--- src/rtl/wb_port_arbiter.sv ---
// wb_port_arbiter: shares the register-file write port between the in-order
// writeback stage and the MUL/DIV unit. The pipeline wins by default; MDU
// results wait in a 2-entry FIFO, and a head that has waited STARVE_LIMIT
// cycles is forced through by stalling the pipeline for one cycle.
//
// MDU handshake: a transfer happens on any rising edge where mdu_valid_i and
// mdu_ready_o are both high. The MDU keeps valid, address and data stable
// until then, and mdu_ready_o never depends on mdu_valid_i.
//
// A pipeline write is always younger than anything queued, so when it
// targets a register that a queued (or just-accepted) MDU result also
// targets, that MDU result is marked dead and later drains without writing.
module wb_port_arbiter #(
  parameter int XLEN         = 32,
  parameter int STARVE_LIMIT = 4
) (
  input  logic            clk_i,
  input  logic            rst_i,
  input  logic            pipe_we_i,
  input  logic [4:0]      pipe_rd_addr_i,
  input  logic [XLEN-1:0] pipe_rd_data_i,
  input  logic            mdu_valid_i,
  output logic            mdu_ready_o,
  input  logic [4:0]      mdu_rd_addr_i,
  input  logic [XLEN-1:0] mdu_rd_data_i,
  output logic            stall_o,
  output logic            mdu_pending_o,
  output logic            rd_we_o,
  output logic [4:0]      rd_addr_o,
  output logic [XLEN-1:0] rd_data_o
);

  localparam logic [3:0] STARVE_MAX = 4'(STARVE_LIMIT);

  // Which requester owns the write port this cycle.
  typedef enum logic [2:0] {
    GNT_NONE,
    GNT_FORCED,
    GNT_PIPE,
    GNT_HEAD,
    GNT_BYPASS
  } grant_e;

  grant_e grant;

  // FIFO state; occupancy is tracked apart from the live flags so dead
  // entries still hold their slot until popped.
  logic [1:0]            occ_q, occ_d;
  logic                  head_q, head_d;
  logic                  tail_q, tail_d;
  logic [1:0]            live_q, live_d;
  logic [1:0][4:0]       fifo_addr_q, fifo_addr_d;
  logic [1:0][XLEN-1:0]  fifo_data_q, fifo_data_d;
  logic [3:0]            starve_q, starve_d;

  logic                  pending_d;
  logic                  rd_we_d;
  logic [4:0]            rd_addr_d;
  logic [XLEN-1:0]       rd_data_d;

  logic                  occupied;
  logic                  pop;
  logic                  ready;
  logic                  push;
  logic                  kill_en;
  logic                  push_killed;

  assign occupied    = (occ_q != 2'd0);
  assign mdu_ready_o = ready;

  // Grant selection plus the handshake and kill decisions that follow from it.
  always_comb begin
    grant       = GNT_NONE;
    pop         = 1'b0;
    stall_o     = 1'b0;
    ready       = 1'b0;
    push        = 1'b0;
    kill_en     = 1'b0;
    push_killed = 1'b0;

    if (occupied && (starve_q == STARVE_MAX)) begin
      grant = GNT_FORCED;
    end else if (pipe_we_i) begin
      grant = GNT_PIPE;
    end else if (occupied) begin
      grant = GNT_HEAD;
    end else if (mdu_valid_i) begin
      grant = GNT_BYPASS;
    end

    pop     = (grant == GNT_FORCED) || (grant == GNT_HEAD);
    stall_o = (grant == GNT_FORCED) && pipe_we_i;

    // A full FIFO can still accept when its head leaves this same cycle.
    ready = (occ_q != 2'd2) || pop;

    // Bypassed results go straight to the port and never occupy a slot.
    push = mdu_valid_i && ready && (grant != GNT_BYPASS);

    // Register x0 is never written, so a pipeline write to it kills nothing.
    kill_en     = (grant == GNT_PIPE) && (pipe_rd_addr_i != 5'd0);
    push_killed = kill_en && (mdu_rd_addr_i == pipe_rd_addr_i);
  end

  // FIFO next state: kill matching entries, retire the head, append the tail.
  always_comb begin
    live_d      = live_q;
    fifo_addr_d = fifo_addr_q;
    fifo_data_d = fifo_data_q;
    head_d      = head_q;
    tail_d      = tail_q;
    occ_d       = occ_q + {1'b0, push} - {1'b0, pop};
    pending_d   = 1'b0;

    if (kill_en) begin
      for (int i = 0; i < 2; i++) begin
        if (fifo_addr_q[i] == pipe_rd_addr_i) begin
          live_d[i] = 1'b0;
        end
      end
    end

    if (pop) begin
      live_d[head_q] = 1'b0;
      head_d         = ~head_q;
    end

    // When full and popping, tail equals head, so the push reuses the slot
    // just retired above.
    if (push) begin
      live_d[tail_q]      = ~push_killed;
      fifo_addr_d[tail_q] = mdu_rd_addr_i;
      fifo_data_d[tail_q] = mdu_rd_data_i;
      tail_d              = ~tail_q;
    end

    pending_d = |live_d;
  end

  // Starvation counter: counts cycles the head sits unpopped, saturating.
  always_comb begin
    starve_d = starve_q;
    if (!occupied || pop) begin
      starve_d = 4'd0;
    end else if (starve_q < STARVE_MAX) begin
      starve_d = starve_q + 4'd1;
    end
  end

  // Next register-file write; address and data hold when nothing is granted.
  always_comb begin
    rd_we_d   = 1'b0;
    rd_addr_d = rd_addr_o;
    rd_data_d = rd_data_o;
    unique case (grant)
      GNT_FORCED, GNT_HEAD: begin
        rd_we_d   = live_q[head_q] && (fifo_addr_q[head_q] != 5'd0);
        rd_addr_d = fifo_addr_q[head_q];
        rd_data_d = fifo_data_q[head_q];
      end
      GNT_PIPE: begin
        rd_we_d   = (pipe_rd_addr_i != 5'd0);
        rd_addr_d = pipe_rd_addr_i;
        rd_data_d = pipe_rd_data_i;
      end
      GNT_BYPASS: begin
        rd_we_d   = (mdu_rd_addr_i != 5'd0);
        rd_addr_d = mdu_rd_addr_i;
        rd_data_d = mdu_rd_data_i;
      end
      default: begin
      end
    endcase
  end

  // FIFO and starvation state registers; reset drops every queued entry.
  always_ff @(posedge clk_i or posedge rst_i) begin
    if (rst_i) begin
      occ_q       <= 2'd0;
      head_q      <= 1'b0;
      tail_q      <= 1'b0;
      live_q      <= 2'b00;
      fifo_addr_q <= '0;
      fifo_data_q <= '0;
      starve_q    <= 4'd0;
    end else begin
      occ_q       <= occ_d;
      head_q      <= head_d;
      tail_q      <= tail_d;
      live_q      <= live_d;
      fifo_addr_q <= fifo_addr_d;
      fifo_data_q <= fifo_data_d;
      starve_q    <= starve_d;
    end
  end

  // Registered write port and pending flag, one cycle after the grant.
  always_ff @(posedge clk_i or posedge rst_i) begin
    if (rst_i) begin
      rd_we_o       <= 1'b0;
      rd_addr_o     <= 5'd0;
      rd_data_o     <= '0;
      mdu_pending_o <= 1'b0;
    end else begin
      rd_we_o       <= rd_we_d;
      rd_addr_o     <= rd_addr_d;
      rd_data_o     <= rd_data_d;
      mdu_pending_o <= pending_d;
    end
  end

endmodule
--- config.mk ---
export PLATFORM = sky130hd
export DESIGN_NAME = wb_port_arbiter
export DESIGN_NICKNAME = d
export VERILOG_FILES = /design/src/rtl/wb_port_arbiter.sv
export SDC_FILE = /design/constraint.sdc
export NUM_CORES = 1
export LEC_CHECK = 0
export ABC_AREA = 0
export CAP_MARGIN = 15
export CELL_PAD_IN_SITES_DETAIL_PLACEMENT = 1
export CELL_PAD_IN_SITES_GLOBAL_PLACEMENT = 2
export CORE_MARGIN = 2
export CORE_UTILIZATION = 34
export DETAILED_ROUTE_END_ITERATION = 10
export GPL_ROUTABILITY_DRIVEN = 0
export GPL_TIMING_DRIVEN = 1
export PLACE_DENSITY = 0.83
export SLEW_MARGIN = 30
export SYNTH_ARGS = -nofsm -noshare
export SYNTH_HDL_FRONTEND = slang
export SYNTH_SLANG_ARGS = --single-unit
export TNS_END_PERCENT = 20
--- constraint.sdc ---
create_clock -name clk_i -period 4.7 [get_ports clk_i]
set_input_delay 0.47 -clock clk_i [delete_from_list [all_inputs] [get_ports clk_i]]
set_output_delay 0.47 -clock clk_i [all_outputs]
set_load 0.05 [all_outputs]
## Word-level counts from Yosys, hierarchy flattened

Cells that the tools add are included.
W data, S select, Z words.

- Register bits after elaboration: 123
- Input port bits: 78
- Output and inout bits: 41
- Logic and storage cells: 88

- $add $sub $neg: 3
- Magnitude comparators: 5
- Equality and inequality tests: 10
- Mux-type cells: 31
- Bitwise logic cells: 5
- Reduce and logical (&&, ||, !) cells: 21

Operator list:

| kind | number |
|---|---|
| $mux W32 | 3 |
| $pmux W32 S3 | 1 |
| $bwmux W64 | 1 |
| $demux W32 S1 | 1 |
| $eq A5 B5 Y1 | 3 |
| $mux W5 | 3 |
| $pmux W5 S3 | 1 |
| $reduce_bool A5 Y1 | 3 |
| $mux W3 | 4 |
| $bwmux W10 | 1 |
| $logic_and A1 B1 Y1 | 9 |
| $mux W4 | 2 |
| $eq A3 B2 Y1 const B | 2 |
| $mux W1 | 6 |
| $mux W2 | 3 |
| $demux W5 S1 | 1 |
| $add A4 B1 Y4 const B | 1 |
| $eq A4 B3 Y1 const B | 1 |
| $lt A1 B2 Y1 const B | 2 |
| $lt A4 B3 Y1 const B | 1 |
| $reduce_bool A2 Y1 | 2 |
| $reduce_or A2 Y1 | 2 |
| $eq A3 B1 Y1 const B | 1 |
| $eq A3 B3 Y1 const B | 1 |
| 14 further kinds | 20 |

## Logic depth before layout (Yosys ltp)

- Word-level depth: 12
- Gate-level depth with buffers: 11
- Mapped depth without buffers: 11

## Worst setup path after synthesis

No wires, ideal clock.

- Kind: reg2out
- From: reg occ_q[1]
- To: out stall_o
- Arrival time: 2.043 ns
- Data required time: 4.230 ns
- Slack: 2.187 ns
- Stages on the path, launching flop included: 6
- Path buffers: 3
- Path through: dfrtp_1 -> buf_6 -> nor2_1 -> clkbuf_1 -> clkbuf_1 -> nor3b_1

- Word-level cells in the longest chain between the ends: 6
- Elaborated cells on any way between the ends: 7

RTL lines:

| item | line | RTL |
|---|---|---|
| from (decl) | 48 | `logic [1:0] occ_q, occ_d;` |
| from (signal assigned) | 179 | `occ_q <= 2'd0;` |
| from (signal assigned) | 187 | `occ_q <= occ_d;` |
| $reduce_bool A2 Y1 (*) | 68 | `assign occupied = (occ_q != 2'd0);` |
| $mux W3 | 85 | `end else if (occupied) begin` |
| $mux W3 | 83 | `end else if (pipe_we_i) begin` |
| $mux W3 (*) | 81 | `if (occupied && (starve_q == STARVE_MAX)) begin` |
| $eq A3 B1 Y1 (*) | 92 | `stall_o = (grant == GNT_FORCED) && pipe_we_i;` |
| $logic_and A1 B1 Y1 (*) | 92 |  |
| to (decl) | 26 | `output logic stall_o,` |

Every way passes the cells marked *; elsewhere a longest branch is shown, timed or not.

## Worst setup path after layout

Ends and elaborated chain as after synthesis.

==> flow_summary_export.csv <==
group,metric,value,unit
global_routing,top_usage_layer,"met2",
global_routing,grt_max_degree,65,
synthesis,synthesis.nets,589,
synthesis,yosysSeqAreaShare,0.509,
sta,post-route-min-period,2.81,ns
die,initial_core_util,0.348,
detailed_routing,ant_nets,0,
cts,insertion_delay,0.42,ns
power,intPower,3630,µW
sta,worst-slew-pin-transition,0.783,ns
sta,fin_tns_setup,0,ns
cells_and_area,layout_common_cells,"dfrtp_1, clkdlybuf4s50_1, mux2_2, nor2_1, a21oi_1",
cts,postCtsSetupBuffers,0,
place,placed_area,7400,µm²
sta,relSlewSlack,0.478,
detailed_routing,drtPass1Iterations,4,
die,die-area,18900,µm²
critical_path,crit_arrival,2.34,ns
global_routing,grt_use_met1,0.232,
detailed_routing,initialDrtViolationCount,183,
place,detailed_place_hpwl,10.6,mm
critical_path,critPathLaunchType,"flip-flop",
global_routing,antenna_found_initial,0,
cells_and_area,syn_to_final_growth,31.9,%
detailed_routing,viasPerCell,5.22,
power,power.leakage,0.00334,µW
detailed_routing,vias,4414,
sta,max_freq,355,MHz
die,fp.dieH,137,µm
synthesis,yosysTopAreaCell,"dfrtp_1",
detailed_routing,drc,0,
cells_and_area,finalInstanceArea,7980,µm²
synthesis,synth-seq-cells,123,
cts,cts_tree,"yes",
global_routing,grt_pass1_wl,26.9,mm
sta,rsz0062_at_grt,"false",
die,core-area,17400,µm²
sta,finalHoldViolCount,0,
synthesis,ys_warn_count,0,
cts,htree_levels,4,
global_routing,grt_overflow,0,
cts,clock_sinks,123,
power,pwr-share-clk,0.220,
synthesis,synth_top_family_by_area,"multiplexers",
synthesis,syn_inst,507,
flow_run,max-cap-violations,0,
cts,root_buffer,"clkbuf_16",
sta,fin_ws,1.89,ns
critical_path,cp_cell_sequence,"nor2_2 > buf_4 > nor3b_1 > clkdlybuf4s50_1",
synthesis,muxShareOfSynthArea,0.230,
place,pre_cts_slack,1.59,ns
critical_path,cp_num_cells,4,
cts,clk_pin_slew,0.05,ns
power,combPwrFrac,0.437,
cells_and_area,nets,691,
global_routing,grt.total_usage,0.188,
cells_and_area,finalNonFillerCells,845,
critical_path,ff2ff_path_depth,6,
die,die_x,137,µm
critical_path,path_buf_inv,2,
cts,cts_buffer_depth,2,
power,p_per_area,736,nW/µm²
synthesis,yosys-top-cells-area,"dfrtp_1, mux2_2, mux2_4, a21oi_1, a22oi_1",
cts,cts_resized,0,
cells_and_area,mostFrequentLayoutCell,"dfrtp_1",
critical_path,slowest_stage,"clkdlybuf4s50_1",
power,swShare,0.381,
synthesis,synth_top_area_share,0.509,
critical_path,end_kind,"output port",
die,rows,48,
status,status,"completed",
synthesis,synth-xor-area-share,0.0290,
place,dp.cells,815,
synthesis,postSynthAreaPerCell,11.9,µm²
synthesis,netlist_area,6050,µm²
cells_and_area,drive_gt1_frac,0.229,
critical_path,cp.required,4.23,ns
sta,period_share,0.599,
critical_path,critPathTopFamily,"buffers and inverters",
hold_path,hold_depth,1,
cts,cts_inserted_buffers,17,
global_routing,use_met2,0.322,
die,pin_count,119,
place,portBuffers,118,
sta,clock_skew,0.0108,ns
critical_path,cpPeakStageDelay,0.83,ns
sta,drv_slew,0,
synthesis,synth_compound_area_frac,0.117,
cells_and_area,diodes,0,
detailed_routing,routed_wl,16.7,mm
critical_path,path_class,"reg -> out",
synthesis,synth_fa_ha_area_frac,0.00827,
detailed_routing,wl_per_cell,19.7,µm
power,p_switching,2230,µW
sta,setup_viol,0,
cts,holdBufCountCts,0,
critical_path,worstPathMaxFanout,29,
hold_path,hp-class,"reg -> reg",
synthesis,yosysUniqueCellTypes,37,
power,p_seq_frac,0.343,
power,peakVddDrop,0.395,mV
global_routing,grt_use_met3,0.0357,
synthesis,synthSimpleGateAreaFrac,0.0674,
global_routing,grt_pass1_vias,5054,
sequential cells by signal, indices dropped and copies added, names as in the netlist:
signal / cells
fifo_addr_q: 10
fifo_data_q: 64
head_q: 1
live_q: 2
mdu_pending_o: 1
occ_q: 2
rd_addr_o: 5
rd_data_o: 32
rd_we_o: 1
starve_q: 4
tail_q: 1
synthesized netlist by cell type, drive strengths merged:
master and number:
nor2 45, nor4 1, a221oi 13, a21o 1, nand3 2, buf 19, nor3b 1, or4 1
a22oi 25, o31ai 1, nand2 6, and3b 1, dfrtp 123, nor3 20, nand3b 1, mux2 96
xnor2 8, or3 1, mux2i 17, a211oi 1, o21a 2, nand2b 1, nand4 3, o311ai 3
ha 4, xor2 12, clkbuf 22, a21oi 39, and4b 1, inv 9, o21ai 28
stage by stage:
stage	util	total power (µW)	hold WS, ns
global placement	0.426	4490	0.483
CTS	0.460	5930	0.500
floorplan	-	3810	0.455
finish	0.460	5870	0.501
global route	0.460	6200	0.510
detailed placement	0.426	4590	0.491
cell type report:
cell class / count / area [µm²]
fill: 1808 / 9380
sequential: 123 / 3080
multi-input combinational: 334 / 2760
timing repair buffer: 124 / 1240
clock buffer: 23 / 488
tap: 225 / 282
clock inverter: 7 / 90.1
inverter: 9 / 36.3
worst register-to-register path: cells and delay by family, from the launching register on:
family / cells / cell delay [ns]
simple gates: 3 / 1.08
flops: 1 / 0.49
buf+inv: 1 / 0.47
compound gates: 2 / 0.40
routing by layer:
layer  vias up  share of wire
met2        97           0.51
met3        23          0.036
met4         0          0.019
met1      2260           0.43
li1       2034              -
met5         -              0
path summary, 6_finish.rpt:
| check | start | slack [ns] | to |
|---|---|---|---|
| worst max register to register | occ_q[1]$_DFF_PP0_ | 2.10 | rd_data_o[7]$_DFFE_PP0P_ |
| worst min-delay path | tail_q$_DFFE_PP0N_ | 0.50 | tail_q$_DFFE_PP0N_ |
| worst min register to register | tail_q$_DFFE_PP0N_ | 0.50 | tail_q$_DFFE_PP0N_ |
| min in group asynchronous | rst_i | 0.55 | rd_data_o[27]$_DFFE_PP0P_ |
| worst max-delay path | occ_q[1]$_DFF_PP0_ | 1.89 | stall_o |
| max in group asynchronous | rst_i | 3.31 | fifo_data_q[21]$_DFFE_PP0P_ |
power by group through the flow:
stage               sequential [µW]  clock (µW)  combinational (µW)
global route                   2100        1360                2740
floorplan                      2410           0                1410
CTS                            2020        1320                2600
detailed placement             2020           0                2570
global placement               1980           0                2510
finish                         2010        1290                2560
kinds of logic (layout without fill, tap and decap cells):
group	Yosys count	count (layout)
compound gates	113	113
xor+xnor	20	20
buf+inv	50	163
fa+ha+maj	4	4
simple gates	84	84
mux	113	113
flops	123	123
No activity file was read; power rests on OpenSTA's default activity.
